--- src/rtl/gam_edge_age_controller.sv ---
// gam_edge_age_controller: one GAM edge link/age/prune sweep per request over a single-port connection RAM.
// Define GAM_SYMMETRIC_EDGE_EN to mirror every write into the transposed entry [c][col][row].
module gam_edge_age_controller #(
   parameter int NODE_COUNT  = 10,
   parameter int CLASS_COUNT = 4,
   parameter int AGE_MAX     = 2,
   parameter int AGE_W       = 8,
   localparam int NW = $clog2(NODE_COUNT + 1),
   localparam int CW = $clog2(CLASS_COUNT + 1)
) (
   input  logic             clk,
   input  logic             reset_n,
   input  logic             req_valid,
   output logic             req_ready,
   input  logic [CW-1:0]    req_class,
   input  logic [NW-1:0]    req_s1,
   input  logic [NW-1:0]    req_s2,
   output logic             mem_en,
   output logic             mem_we,
   output logic [CW-1:0]    mem_class,
   output logic [NW-1:0]    mem_row,
   output logic [NW-1:0]    mem_col,
   output logic             mem_wpresence,
   output logic [AGE_W-1:0] mem_wage,
   input  logic             mem_rpresence,
   input  logic [AGE_W-1:0] mem_rage,
   output logic             done,
   output logic             err,
   output logic [NW-1:0]    prune_count
);
`ifdef GAM_SYMMETRIC_EDGE_EN
   typedef enum logic [2:0] {IDLE, LINK, LINK2, RD, WAIT, WR, WR2, DONE} state_t;
`else
   typedef enum logic [2:0] {IDLE, LINK, RD, WAIT, WR, DONE} state_t;
`endif
   state_t           state_q, state_d;
   logic [CW-1:0]    cls_q, cls_d;
   logic [NW-1:0]    s1_q, s1_d, s2_q, s2_d, j_q, j_d, prune_q, prune_d;
   logic             pres_q, pres_d, err_q, err_d;
   logic [AGE_W-1:0] age_q, age_d, nage;
   logic             bad, upd, kill, last;

   assign bad = req_class == '0 || req_class > CW'(CLASS_COUNT) || req_s1 == '0 || req_s1 > NW'(NODE_COUNT)
             || req_s2 == '0 || req_s2 > NW'(NODE_COUNT) || req_s1 == req_s2;
   assign nage = &age_q ? age_q : age_q + 1'b1;
   assign kill = nage > AGE_W'(AGE_MAX);
   assign upd = pres_q && j_q != s1_q && j_q != s2_q;
   assign last = j_q == NW'(NODE_COUNT);
   assign req_ready = state_q == IDLE;
   assign done = state_q == DONE;
   assign err = err_q;
   assign prune_count = prune_q;

   always_comb begin
      state_d = state_q;
      cls_d = cls_q;
      s1_d = s1_q;
      s2_d = s2_q;
      j_d = j_q;
      pres_d = pres_q;
      age_d = age_q;
      err_d = err_q;
      prune_d = prune_q;
      mem_en = 1'b0;
      mem_we = 1'b0;
      mem_class = cls_q;
      mem_row = s1_q;
      mem_col = j_q;
      mem_wpresence = !kill;
      mem_wage = kill ? '0 : nage;
      case (state_q)
         IDLE: if (req_valid) begin
            cls_d = req_class;
            s1_d = req_s1;
            s2_d = req_s2;
            j_d = NW'(1);
            err_d = bad;
            prune_d = '0;
            state_d = bad ? DONE : LINK;
         end
         LINK: begin
            mem_en = 1'b1;
            mem_we = 1'b1;
            mem_col = s2_q;
            mem_wpresence = 1'b1;
            mem_wage = '0;
`ifdef GAM_SYMMETRIC_EDGE_EN
            state_d = LINK2;
         end
         LINK2: begin
            mem_en = 1'b1;
            mem_we = 1'b1;
            mem_row = s2_q;
            mem_col = s1_q;
            mem_wpresence = 1'b1;
            mem_wage = '0;
`endif
            state_d = RD;
         end
         RD: begin
            mem_en = 1'b1;
            state_d = WAIT;
         end
         WAIT: begin
            pres_d = mem_rpresence;
            age_d = mem_rage;
            state_d = WR;
         end
         WR: begin
            mem_en = upd;
            mem_we = 1'b1;
            prune_d = upd && kill ? prune_q + 1'b1 : prune_q;
`ifdef GAM_SYMMETRIC_EDGE_EN
            state_d = WR2;
         end
         WR2: begin
            mem_en = upd;
            mem_we = 1'b1;
            mem_row = j_q;
            mem_col = s1_q;
`endif
            state_d = last ? DONE : RD;
            j_d = j_q + 1'b1;
         end
         DONE: state_d = IDLE;
         default: state_d = IDLE;
      endcase
   end

   always_ff @(posedge clk or negedge reset_n) begin
      if (!reset_n) begin
         state_q <= IDLE;
         cls_q <= '0;
         s1_q <= '0;
         s2_q <= '0;
         j_q <= '0;
         pres_q <= 1'b0;
         age_q <= '0;
         err_q <= 1'b0;
         prune_q <= '0;
      end else begin
         state_q <= state_d;
         cls_q <= cls_d;
         s1_q <= s1_d;
         s2_q <= s2_d;
         j_q <= j_d;
         pres_q <= pres_d;
         age_q <= age_d;
         err_q <= err_d;
         prune_q <= prune_d;
      end
   end
endmodule

--- config.mk ---
export PLATFORM = sky130hd
export DESIGN_NAME = gam_edge_age_controller
export DESIGN_NICKNAME = d
export VERILOG_FILES = /design/src/rtl/gam_edge_age_controller.sv
export SDC_FILE = /design/constraint.sdc
export NUM_CORES = 1
export LEC_CHECK = 0
export ABC_AREA = 1
export BUFFER_PORTS_ARGS = -buffer_cell sky130_fd_sc_hd__buf_2
export CAP_MARGIN = 20
export CORE_MARGIN = 2
export CORE_UTILIZATION = 56
export DETAILED_ROUTE_END_ITERATION = 12
export GPL_ROUTABILITY_DRIVEN = 0
export PLACE_DENSITY = 0.85
export SLEW_MARGIN = 20
export SYNTH_ARGS = -nofsm -noshare
export SYNTH_HDL_FRONTEND = slang
export SYNTH_SLANG_ARGS = --single-unit
--- constraint.sdc ---
create_clock -name clk -period 3.2 [get_ports clk]
set_input_delay 0 -clock clk [delete_from_list [all_inputs] [get_ports clk]]
set_output_delay 0 -clock clk [all_outputs]
set_load 0.01 [all_outputs]
* Yosys cells after proc, flatten, opt, wreduce, memory -nomap -nowiden
Index checks and enable logic that the tools add are counted.
** Word-level totals
- Memory bits (writable) :: 0
- Logic and storage cells :: 64
- Latch bits :: 0
- Output and inout bits :: 29
- Input port bits :: 23
- Memory bits (read-only) :: 0
- Register bits after elaboration :: 32
- Memories :: 0
** Operators by class
- Shift-type cells :: 0
- Add/sub/neg operators :: 3
- Div/mod/pow operators :: 0
- Bitwise gates (word level) :: 0
- Reduce and logical (&&, ||, !) cells :: 21
- $lt $le $gt $ge :: 4
- $mul :: 0
- Eq/ne operators :: 11
- Mux-type cells :: 16
** Operators with widths (number)
- 8-bit 2-to-1 mux :: 3
- 4-bit 2-to-1 mux :: 4
- 4-bit one-hot mux with 2 select lines :: 2
- 3-bit one-hot mux with 5 select lines :: 1
- 3-bit 2-to-1 mux :: 3
- 4-bit by 1-bit adder with 4-bit output, second input constant :: 2
- 8-bit by 1-bit adder with 8-bit output, second input constant :: 1
- 4-bit > comparator, second input constant :: 2
- 8-bit by 2-bit > comparator with 1-bit output, second input constant :: 1
- 4-bit logical NOT :: 2
- 4-bit inequality test :: 2
- 8-bit AND reduction :: 1
- 3-bit by 2-bit == test with 1-bit output, second input constant :: 2
- 3-bit == test, second input constant :: 2
- 3-bit logical NOT :: 2
- 1-bit logical OR :: 6
- 4-bit == test :: 1
- 4-bit == test, second input constant :: 1
- 2-bit inequality test, second input constant :: 2
- 2-bit AND reduction :: 2
- 2-bit OR reduction :: 2
- 3-bit by 1-bit == test with 1-bit output, second input constant :: 1
- 3-bit > comparator, second input constant :: 1
- 1-bit logical AND :: 3
- other kinds (5) :: 6

* Logic depth before layout (Yosys ltp)
Gate-level depths: netlist of run 1.
- Word-level depth :: 10
- Depth in mapped cells :: 9
- Mapped depth without buffers :: 9

* Worst setup path before layout of run 1
No wires, ideal clock.
- Path type :: register to register
- Start :: reg age_q[0]
- End :: reg prune_q[0], in the netlist prune_count[0]
- Clock period less this slack :: 1.383 ns
- Library setup time :: 0.117 ns
- Arrival :: 1.267 ns
- Cell stages (with the launch flop) :: 9
- Path buffers :: 0
- Required time :: 3.083 ns
- Slack :: 1.817 ns
- Cell sequence :: dfrtp_1 ha_1 nor2_1 nor2_1 nand3_1 nand4_2 nand2_2 nand2_1 nand2_1
** On the way
- Word-level cells in the longest chain between the ends :: 6
- Elaborated cells on any way between the ends :: 7
- Those cells by class :: add/sub (1); order compare (1); eq/ne (1); mux (1); reduce/logical (3)
** Ends and longest elaborated chain
- start, declared :: line 40 : logic [AGE_W-1:0] age_q, age_d, nage;
- start signal, assigned :: line 148 : age_q <= age_d;
- 8-bit by 1-bit adder with 8-bit output or 8-bit AND reduction (tied branches) :: line 45 : assign nage = &age_q ? age_q : age_q + 1'b1;
- 8-bit 2-to-1 mux (*) :: line 45
- 8-bit by 2-bit > comparator with 1-bit output (*) :: line 46 : assign kill = nage > AGE_W'(AGE_MAX);
- 1-bit logical AND (*) :: line 112 : prune_d = upd && kill ? prune_q + 1'b1 : prune_q;
- 2-bit inequality test (no line) (*)
- 3-bit AND reduction (no line) (*)
- end signal, assigned :: line 150 : prune_q <= prune_d;
- end, declared :: line 38 : logic [NW-1:0] s1_q, s1_d, s2_q, s2_d, j_q, j_d, prune_q, prune_d;
Every way passes the cells marked *; elsewhere a longest branch is shown, timed or not.
A chain may end at the register's enable or synchronous reset.

* Final worst setup path of run 1
- Start :: reg state_q[1]
- End :: out mem_en
** On the way
- Word-level cells in the longest chain between the ends :: 3
- Elaborated cells on any way between the ends :: 5
- Those cells by class :: eq/ne (3); mux (1); reduce/logical (1)
** Ends and longest elaborated chain
- start, declared :: line 36 : state_t state_q, state_d;
- start signal, assigned :: line 142 : state_q <= state_d;
- 3-bit by 2-bit == test with 1-bit output or 3-bit by 1-bit == test with 1-bit output (tied branches) :: line 71 : case (state_q)
- 2-bit OR reduction (no line)
- 1-bit one-hot mux with 2 select lines (*) :: line 71
- end, declared :: line 18 : output logic mem_en,
Marks and branches as above.

==> results of run 1 <==
[final timing paths]
path	start	to	slack, ns	cells after the start
max reg2reg	state_q[1]	prune_count[2]	1.36	7
min	reset_n	age_q[0]	0.23	2
max in group asynchronous	reset_n	s2_q[0]	2.52	2
min in group clk	mem_rage[4]	age_q[4]	0.40	4
min reg2reg	mem_class[0]	mem_class[0]	0.48	2
max	state_q[1]	mem_en	1.36	6
[Yosys cell counts, drive strengths merged]
cell,number
o22ai,3
nand4,2
conb,1
ha,5
a31oi,1
o21ai,16
nor3,3
nand3b,1
inv,29
a21oi,3
xor2,7
nand2,96
and3,1
a211oi,1
nor2,27
xnor2,3
nand3,17
dfrtp,32
buf,11
[kinds of logic after synthesis]
kind of cell	count (synthesis)
other	1
flip-flops	32
buffers and inverters	40
AO/OA/AOI/OAI	24
AND/OR/NAND/NOR	147
XOR/XNOR	10
adder cells (fa/ha/maj)	5
[worst register-to-register path: stages, from the launching register on]
cell and delay (ns):
dfrtp_1 0.42, nor2_1 0.14, nand2_1 0.13, nor2_2 0.62, inv_2 0.21, nand2_2 0.15
nand2_1 0.06, nand2_1 0.06
[flip-flops by register name (all words and copies together), names as in the netlist]
| name | flops |
|---|---|
| s2_q | 4 |
| mem_row | 4 |
| state_q | 3 |
| pres_q | 1 |
| mem_class | 3 |
| prune_count | 4 |
| age_q | 8 |
| j_q | 4 |
| err | 1 |
[layout make-up]
cell class	count	area [um2]	area share (%)
clock buffers	8	58.8	2.47
well taps	46	57.6	2.42
flip-flops and latches	32	801	33.6
multi-input cells	192	910	38.2
inverters	29	109	4.57
repair buffers	67	445	18.7
[power by group]
group / switching, W / total [W] / internal, W
clock: 0.000135 / 0.000243 / 0.000108
combinational: 0.000566 / 0.000916 / 0.000349
sequential: 0.000151 / 0.000728 / 0.000577
total: 0.000852 / 0.00189 / 0.00104
[metrics by stage]
stage / utilization [%] / total power (W)
final: 72.5 / 0.00189
after global routing: 72.5 / 0.00206
after CTS: 72.5 / 0.00189
after detailed placement: 64.0 / 0.00163
after global placement: 64.0 / 0.00159
after floorplan: - / 0.00136
[metal layers]
layer | global-route usage [%] | wire (um)
met1 | 25.7 | 1800
met2 | 48.3 | 2380
met3 | 6.42 | 167
met4 | 10.0 | 86
met5 | 0 | 0
==> results.py, run 1 <==
metrics = {
    "grt": {
        "antenna_found_initial": 0,
        "grt_pass1_wl_um": 6750,
        "grt_pass1_vias": 1664,
        "grt_max_degree": 33,
        "grt-ovfl-total": 0,
        "track_usage_pct": 25.1,
    },
    "clocking": {
        "hold_buffers": 22,
        "clkSlewWorstSetupHoldPaths_ns": 0.10,
        "cts_resized": 0,
        "cts-root-buf": "clkbuf_4",
        "clk_latency_ns": 0.34,
        "numCtsBuffers": 5,
        "cts_setup_buffers": 0,
        "cts_tree": "done",
        "cts.htree.levels": 2,
        "cts.sink_count": 32,
        "clock_path_buffers": 2,
    },
    "timing": {
        "period_minus_slack_ns": 1.84,
        "max_freq_ghz": 0.542,
        "hold_viol_final": 0,
        "fin_crit_sh_pct": 57.6,
        "tightest_slew_ns": 0.777,
        "rsz0062_at_grt": "no",
        "finalHoldWorstSlack_ns": 0.232,
        "slew_headroom_pct": 48.2,
        "finalSetupTns_ns": 0,
        "finalWorstSetupSlack_ns": 1.36,
        "setup-violations-final": 0,
        "finalClockSkew_ns": 0.00762,
        "drv_slew": 0,
    },
    "final_layout": {
        "area_delta_synth_final_pct": 26.7,
        "fillCellCount": 276,
        "final_area_um2": 2380,
        "final_cell_mix": "nand2_1 (94), buf_2 (45), dfrtp_1 (32), nor2_1 (25)",
        "diodes": 0,
        "final_layout_size_suffix_gt1_share_pct": 19.5,
        "final_common_cell": "nand2_1",
        "instances_no_fill": 374,
        "final_nets": 355,
    },
    "synthesis": {
        "syn-cell-area_um2": 1880,
        "synth_xor_area_share_pct": 4.66,
        "synth_compound_area_share_pct": 6.79,
        "synth-seq-cells": 32,
        "yosys-top-cells-area": "dfrtp_1 (43%), nand2_1 (19%), nor2_1 (5.0%)",
        "yosys_warnings": 0,
        "synth_top_area_cell": "dfrtp_1",
        "yosysSeqAreaShare_pct": 42.6,
        "avgSynthCellArea_um2": 7.26,
        "synth_cells": 259,
        "synth.mux.area_fraction_pct": 0,
        "synth_top_area_share_pct": 42.6,
        "yosys.area_share.simple_pct": 32.4,
        "synth-adder-area-share_pct": 3.33,
        "yosysUniqueCellTypes": 27,
        "synth_top_family_by_area": "simple AND/OR/NAND/NOR gates",
    },
    "worst_setup_path": {
        "crit_family": "simple AND/OR/NAND/NOR gates",
        "cp-end-kind": "primary output",
        "cp_slowest_cell": "dfrtp_1",
        "start_kind": "flip-flop",
        "path_buf_inv": 1,
        "path_max_fanout": 11,
        "path_cells": "nor2_1 > nand2_1 > nor2_2 > and3_1 > nand3b_1 > buf_2",
        "setup.worst_path.class": "flip-flop to primary output",
        "crit_arrival_ns": 1.84,
        "worstPathRequired_ns": 3.20,
        "critPathMaxStageDelay_ns": 0.42,
    },
    "placed_design": {
        "place_area_um2": 2100,
        "io_buffers": 45,
        "dp_hpwl_um": 3080,
        "pre_cts_ws_ns": 1.39,
        "placed_cells": 344,
    },
    "floorplanning": {
        "dieHeight_um": 61.9,
        "fp-row-count": 21,
        "dieArea_um2": 3840,
        "die_w_um": 61.9,
        "initial_utilization_pct": 57.2,
        "io_pins": 52,
        "core_um2": 3280,
    },
    "worst_hold_path": {
        "hp-class": "input port to asynchronous set/reset pin",
    },
    "detailed_routing": {
        "vias_per_cell": 4.84,
        "finalWirelength_um": 4440,
        "drt_iter0_markers": 62,
        "postRouteAntennaNets": 0,
        "route.detailed.drc": 0,
        "firstDrtPassIters": 4,
        "wl_per_cell_um": 11.9,
        "vias": 1811,
    },
    "pwr": {
        "peakVddDrop_v": 0.000390,
        "power_density_nw_per_um2": 792,
        "leakage_nw": 1.31,
    },
    "run_status": {
        "outcome": "finished clean",
    },
    "run": {
        "cap_violations": 0,
    },
}
(Power assumes the default switching activity.)
==> run 2: changes to the inputs <==
Settings changed: CORE_UTILIZATION 56 to 52, PLACE_DENSITY 0.85 to 0.79.
Clock period 3.2 ns to 1.9 ns, I/O delays scaled along.
==> run 2 against run 1 <==
Register-to-register slack lost 0.98 ns. Power up 71%. Critical path depth grew 1. Cell count is 0.80% higher. Routed wire length fell by 2.2%. Setup slack worse by 1.2 ns. First-iteration DRC count is 120% higher. Critical path type unchanged. Clock skew decreased by 0.0046 ns. Global-route usage decreased by 1.9 points. Combinational power up 72%. Largest cell class unchanged. Non-clock buffer count grew 3. Die area is 7.2% higher.
==> results.py, run 2 (same netlist as run 1, synthesis figures left out) <==
metrics = {
    "timing": {
        "tightest_slew_ns": 0.708,
        "finalClockSkew_ns": 0.00302,
        "slew_headroom_pct": 52.8,
        "drv_slew": 0,
        "period_minus_slack_ns": 1.77,
        "setup-violations-final": 0,
        "fin_crit_sh_pct": 93.3,
        "rsz0062_at_grt": "yes",
        "max_freq_ghz": 0.564,
        "hold_viol_final": 0,
    },
    "detailed_routing": {
        "finalWirelength_um": 4340,
        "postRouteAntennaNets": 0,
        "vias": 1817,
        "vias_per_cell": 4.82,
        "route.detailed.drc": 0,
        "wl_per_cell_um": 11.5,
        "firstDrtPassIters": 4,
        "drt_iter0_markers": 138,
    },
    "worst_setup_path": {
        "crit_arrival_ns": 1.77,
        "timing.rr.start": "age_q[1]",
        "reg2regPathDepth": 9,
        "cp-end-kind": "primary output",
        "start_kind": "flip-flop",
        "critPathLaunch": "age_q[1]",
        "path_cells": "inv_1 > ha_1 > nor2_1 > nor2_1 > nand4_1 > a211oi_2 > buf_2",
        "r2r-end": "prune_count[2]",
        "crit_family": "flip-flops",
        "critical_path.most_common_cell": "nor2_1",
        "path_max_fanout": 4,
        "r2r_slack_ns": 0.38,
        "critical_path_depth": 7,
        "path_buf_inv": 2,
        "worstPathRequired_ns": 1.90,
        "critPathMaxStageDelay_ns": 0.40,
        "setup.worst_path.class": "flip-flop to primary output",
        "cp_slowest_cell": "dfrtp_1",
    },
    "pwr": {
        "leakage_nw": 1.33,
        "power_density_nw_per_um2": 1340,
        "peakVddDrop_v": 0.000634,
        "power.total_w": 0.00323,
    },
    "final_layout": {
        "final_area_um2": 2420,
        "regMostFlops": "age_q",
        "final_layout_size_suffix_gt1_share_pct": 21.8,
        "largest_register_ffs": 8,
        "final_nets": 358,
        "diodes": 0,
        "area_delta_synth_final_pct": 28.6,
        "final_common_cell": "nand2_1",
        "final_cell_mix": "nand2_1 (94), buf_2 (45), dfrtp_1 (31), nor2_1 (25)",
    },
    "clocking": {
        "numCtsBuffers": 5,
        "clkSlewWorstSetupHoldPaths_ns": 0.10,
        "clk_latency_ns": 0.34,
        "clock_path_buffers": 2,
        "cts.htree.levels": 2,
        "cts_setup_buffers": 0,
        "cts.sink_count": 32,
        "cts-root-buf": "clkbuf_4",
        "cts_tree": "done",
    },
    "placed_design": {
        "dp_hpwl_um": 2960,
        "place_area_um2": 2120,
        "io_buffers": 45,
    },
    "floorplanning": {
        "die_w_um": 64.1,
        "dieHeight_um": 64.1,
        "io_pins": 52,
        "fp-row-count": 21,
        "dieArea_um2": 4110,
        "core_um2": 3420,
        "initial_utilization_pct": 55.0,
    },
    "grt": {
        "grt_pass1_wl_um": 7360,
        "grt_pass1_vias": 1816,
        "antenna_found_initial": 0,
        "track_usage_pct": 23.2,
        "grt-ovfl-total": 0,
        "grt_max_degree": 33,
    },
    "worst_hold_path": {
        "hp-class": "input port to asynchronous set/reset pin",
    },
    "run_status": {
        "outcome": "finished clean",
    },
    "run": {
        "cap_violations": 0,
    },
}
-- run 2: repair_timing --
action                     CTS  global route
setup endpoints to repair    0             2
hold buffers                22             0
gates resized for setup      0             3
hold endpoints to repair    54             0
-- run 2: layout make-up --
cell class	count	area [um2]
clock buffers	6	51.3
clock inverters	2	10.0
fillers	307	998
inverters	29	109
multi-input cells	192	920
flip-flops and latches	32	802
well taps	46	57.6
repair buffers	70	468
-- run 2: metal layers --
metal	track usage, %	part of all wire (%)	wire (um)	up-vias
met5	0	0	0	-
met4	13.6	3.2	140	0
met3	4.05	4.2	183	16
met2	42.1	51	2210	49
met1	25.1	42	1800	815
li1	-	-	-	937
-- run 2: through the flow --
step                instances  util [%]  setup slack [ns]  hold WS (ns)  TNS (ns)
floorplan                 264         -             0.517        -0.296         0
global placement          347      62.2             0.456        0.0850         0
detailed placement        347      62.2             0.395        0.0934         0
CTS                       377      70.4            0.0932         0.257         0
global route              377      70.8           -0.0118         0.312   -0.0118
finish                    377      70.8             0.128         0.227         0
-- run 2: worst max path at each step --
stage | slack (ns) | to
after floorplan | 0.52 | prune_count[0]
after global placement | 0.46 | prune_count[3]
after detailed placement | 0.39 | prune_count[3]
after CTS | 0.09 | mem_wage[1]
after global routing | -0.01 | mem_wage[1]
final | 0.13 | mem_wage[1]
-- run 2: worst reg2reg max path, stage by stage, from the launching register on --
cell and delay [ns]:
dfrtp_1 0.40, inv_1 0.07, ha_1 0.30, nor2_1 0.05, nor2_1 0.13, nand3_1 0.14
nand4_2 0.15, nand2_2 0.08, nand2_1 0.06, nand2_1 0.04
-- run 2: power breakdown --
group	switching (W)	total (W)	internal, W
logic	0.000962	0.00158	0.000617
registers	0.000250	0.00122	0.000974
clock network	0.000250	0.000426	0.000176
total	0.00146	0.00323	0.00177
==> run 3: changes to the inputs <==
Settings changed: SETUP_SLACK_MARGIN set to 0.4.
==> run 3 against run 2 <==
Die area did not move. Sequential cell count stayed put. Cell area rose by 12%. Clock skew rose by 0.0020 ns. Critical endpoint is now mem_wpresence. Setup slack worse by 0.038 ns. Count of clock-buffer cells in the layout did not move. Routed wire length up 21%.
==> results.py, run 3 (same netlist as run 1, synthesis figures left out) <==
metrics = {
    "timing": {
        "tightest_slew_ns": 0.723,
        "setup-violations-final": 0,
        "finalHoldWorstSlack_ns": 0.234,
        "rsz0062_at_grt": "yes",
        "period_minus_slack_ns": 1.81,
        "slew_headroom_pct": 51.8,
        "hold_viol_final": 0,
        "max_freq_ghz": 0.552,
        "finalClockSkew_ns": 0.00503,
        "finalSetupTns_ns": 0,
        "drv_slew": 0,
        "fin_crit_sh_pct": 95.3,
    },
    "final_layout": {
        "area_delta_synth_final_pct": 43.8,
        "instances_no_fill": 399,
        "diodes": 0,
        "final_nets": 380,
        "multi_input_area_um2": 1020,
        "regMostFlops": "age_q",
        "final_area_um2": 2700,
        "fillCellCount": 246,
        "fin_util_pct": 79.1,
        "final_common_cell": "nand2_1",
        "largest_register_ffs": 8,
        "final_cell_mix": "nand2_1 (87), buf_2 (45), dfrtp_1 (27), buf_4 (23), dlygate4sd3_1 (22)",
        "final_layout_size_suffix_gt1_share_pct": 34.3,
        "regArea_um2": 807,
    },
    "detailed_routing": {
        "firstDrtPassIters": 4,
        "vias_per_cell": 5.07,
        "wl_per_cell_um": 13.2,
        "finalWirelength_um": 5260,
        "drt_iter0_markers": 223,
        "vias": 2022,
        "postRouteAntennaNets": 0,
        "route.detailed.drc": 0,
    },
    "worst_setup_path": {
        "cp_slowest_cell": "dfrtp_1",
        "timing.rr.start": "age_q[1]",
        "cp-end-kind": "primary output",
        "critPathMaxStageDelay_ns": 0.45,
        "crit_family": "flip-flops",
        "path_buf_inv": 3,
        "worstPathRequired_ns": 1.90,
        "critical_path.most_common_cell": "nor2_2",
        "path_cells": "inv_2 > ha_4 > nor2_2 > nor2_2 > buf_4 > nand3_1 > nand2_1 > buf_2",
        "r2r-end": "prune_count[2]",
        "crit_arrival_ns": 1.81,
        "reg2regPathDepth": 10,
        "start_kind": "flip-flop",
        "r2r_slack_ns": 0.24,
        "setup.worst_path.class": "flip-flop to primary output",
        "path_max_fanout": 3,
    },
    "grt": {
        "grt_pass1_vias": 1954,
        "grt_pass1_wl_um": 8140,
        "grt-ovfl-total": 0,
        "track_usage_pct": 25.8,
        "grt_max_degree": 33,
        "antenna_found_initial": 0,
    },
    "pwr": {
        "clock_power_share_pct": 10.8,
        "swShare_pct": 44.9,
        "leakage_nw": 1.44,
        "pwr-share-comb_pct": 57.3,
        "internal_power_w": 0.00217,
        "pwr-share-seq_pct": 31.9,
        "peakVddDrop_v": 0.000705,
        "p_sw_w": 0.00177,
        "power_density_nw_per_um2": 1460,
    },
    "clocking": {
        "clkSlewWorstSetupHoldPaths_ns": 0.10,
        "cts-root-buf": "clkbuf_4",
        "cts.htree.levels": 2,
        "clk_latency_ns": 0.34,
        "cts_tree": "done",
        "cts.sink_count": 32,
        "numCtsBuffers": 5,
        "clock_path_buffers": 2,
    },
    "floorplanning": {
        "dieHeight_um": 64.1,
        "dieArea_um2": 4110,
        "core_um2": 3420,
        "die_w_um": 64.1,
        "io_pins": 52,
        "fp-row-count": 21,
        "initial_utilization_pct": 55.0,
    },
    "placed_design": {
        "dp_hpwl_um": 2960,
        "place_area_um2": 2120,
        "placed_cells": 347,
        "io_buffers": 45,
    },
    "run": {
        "cap_violations": 0,
    },
    "run_status": {
        "outcome": "finished clean",
    },
    "worst_hold_path": {
        "hp-class": "input port to asynchronous set/reset pin",
    },
}
## run 3: worst max-delay path by stage
stage	start	endpoint	slack [ns]	cells past startpoint
2_1_floorplan	age_q[0]	prune_count[0]	0.52	8
6_report	age_q[1]	mem_wpresence	0.09	8
3_3_place_gp	age_q[0]	prune_count[3]	0.46	8
3_5_place_dp	age_q[0]	prune_count[3]	0.39	8
4_1_cts	age_q[0]	mem_wage[1]	0.14	7
5_1_grt	age_q[1]	mem_wage[1]	0.009	7
## run 3: per-stage QoR
| step | worst slack, ns | power (W) |
|---|---|---|
| 2_1_floorplan | 0.517 | 0.00228 |
| 3_3_place_gp | 0.456 | 0.00272 |
| 3_5_place_dp | 0.395 | 0.00276 |
| 4_1_cts | 0.144 | 0.00354 |
| 5_1_grt | 0.00872 | 0.00423 |
| 6_report | 0.0899 | 0.00393 |
## run 3: power by group through the flow
| stage | logic, W | clock network, W | registers (W) |
|---|---|---|---|
| after floorplan | 0.00105 | 0 | 0.00123 |
| after global placement | 0.00150 | 0 | 0.00122 |
| after detailed placement | 0.00153 | 0 | 0.00123 |
| after CTS | 0.00189 | 0.000426 | 0.00122 |
| after global routing | 0.00247 | 0.000461 | 0.00129 |
| final | 0.00225 | 0.000423 | 0.00126 |
## run 3: area by class of cell
type	instances	share of cell area, %
multi-input cells	192	37.6
flip-flops and latches	32	29.9
repair buffers	92	24.0
inverters	29	4.12
well taps	46	2.13
clock buffers	6	1.90
clock inverters	2	0.370
## run 3: repair_timing
item | in CTS | in global routing
pin swaps | 11 | 5
hold buffers | 22 | 0
setup buffers | 15 | 7
endpoints found under the setup margin | 12 | 14
resized for setup | 17 | 22
endpoints found under the hold margin | 54 | 0
## run 3: layer usage
metal  GRT usage [%]  routed length (um)  share of wire, %
met5               0                   0                 0
met4            13.6                 178               3.4
met3            4.05                 221               4.2
met1            27.9                2060                39
met2            47.8                2790                53
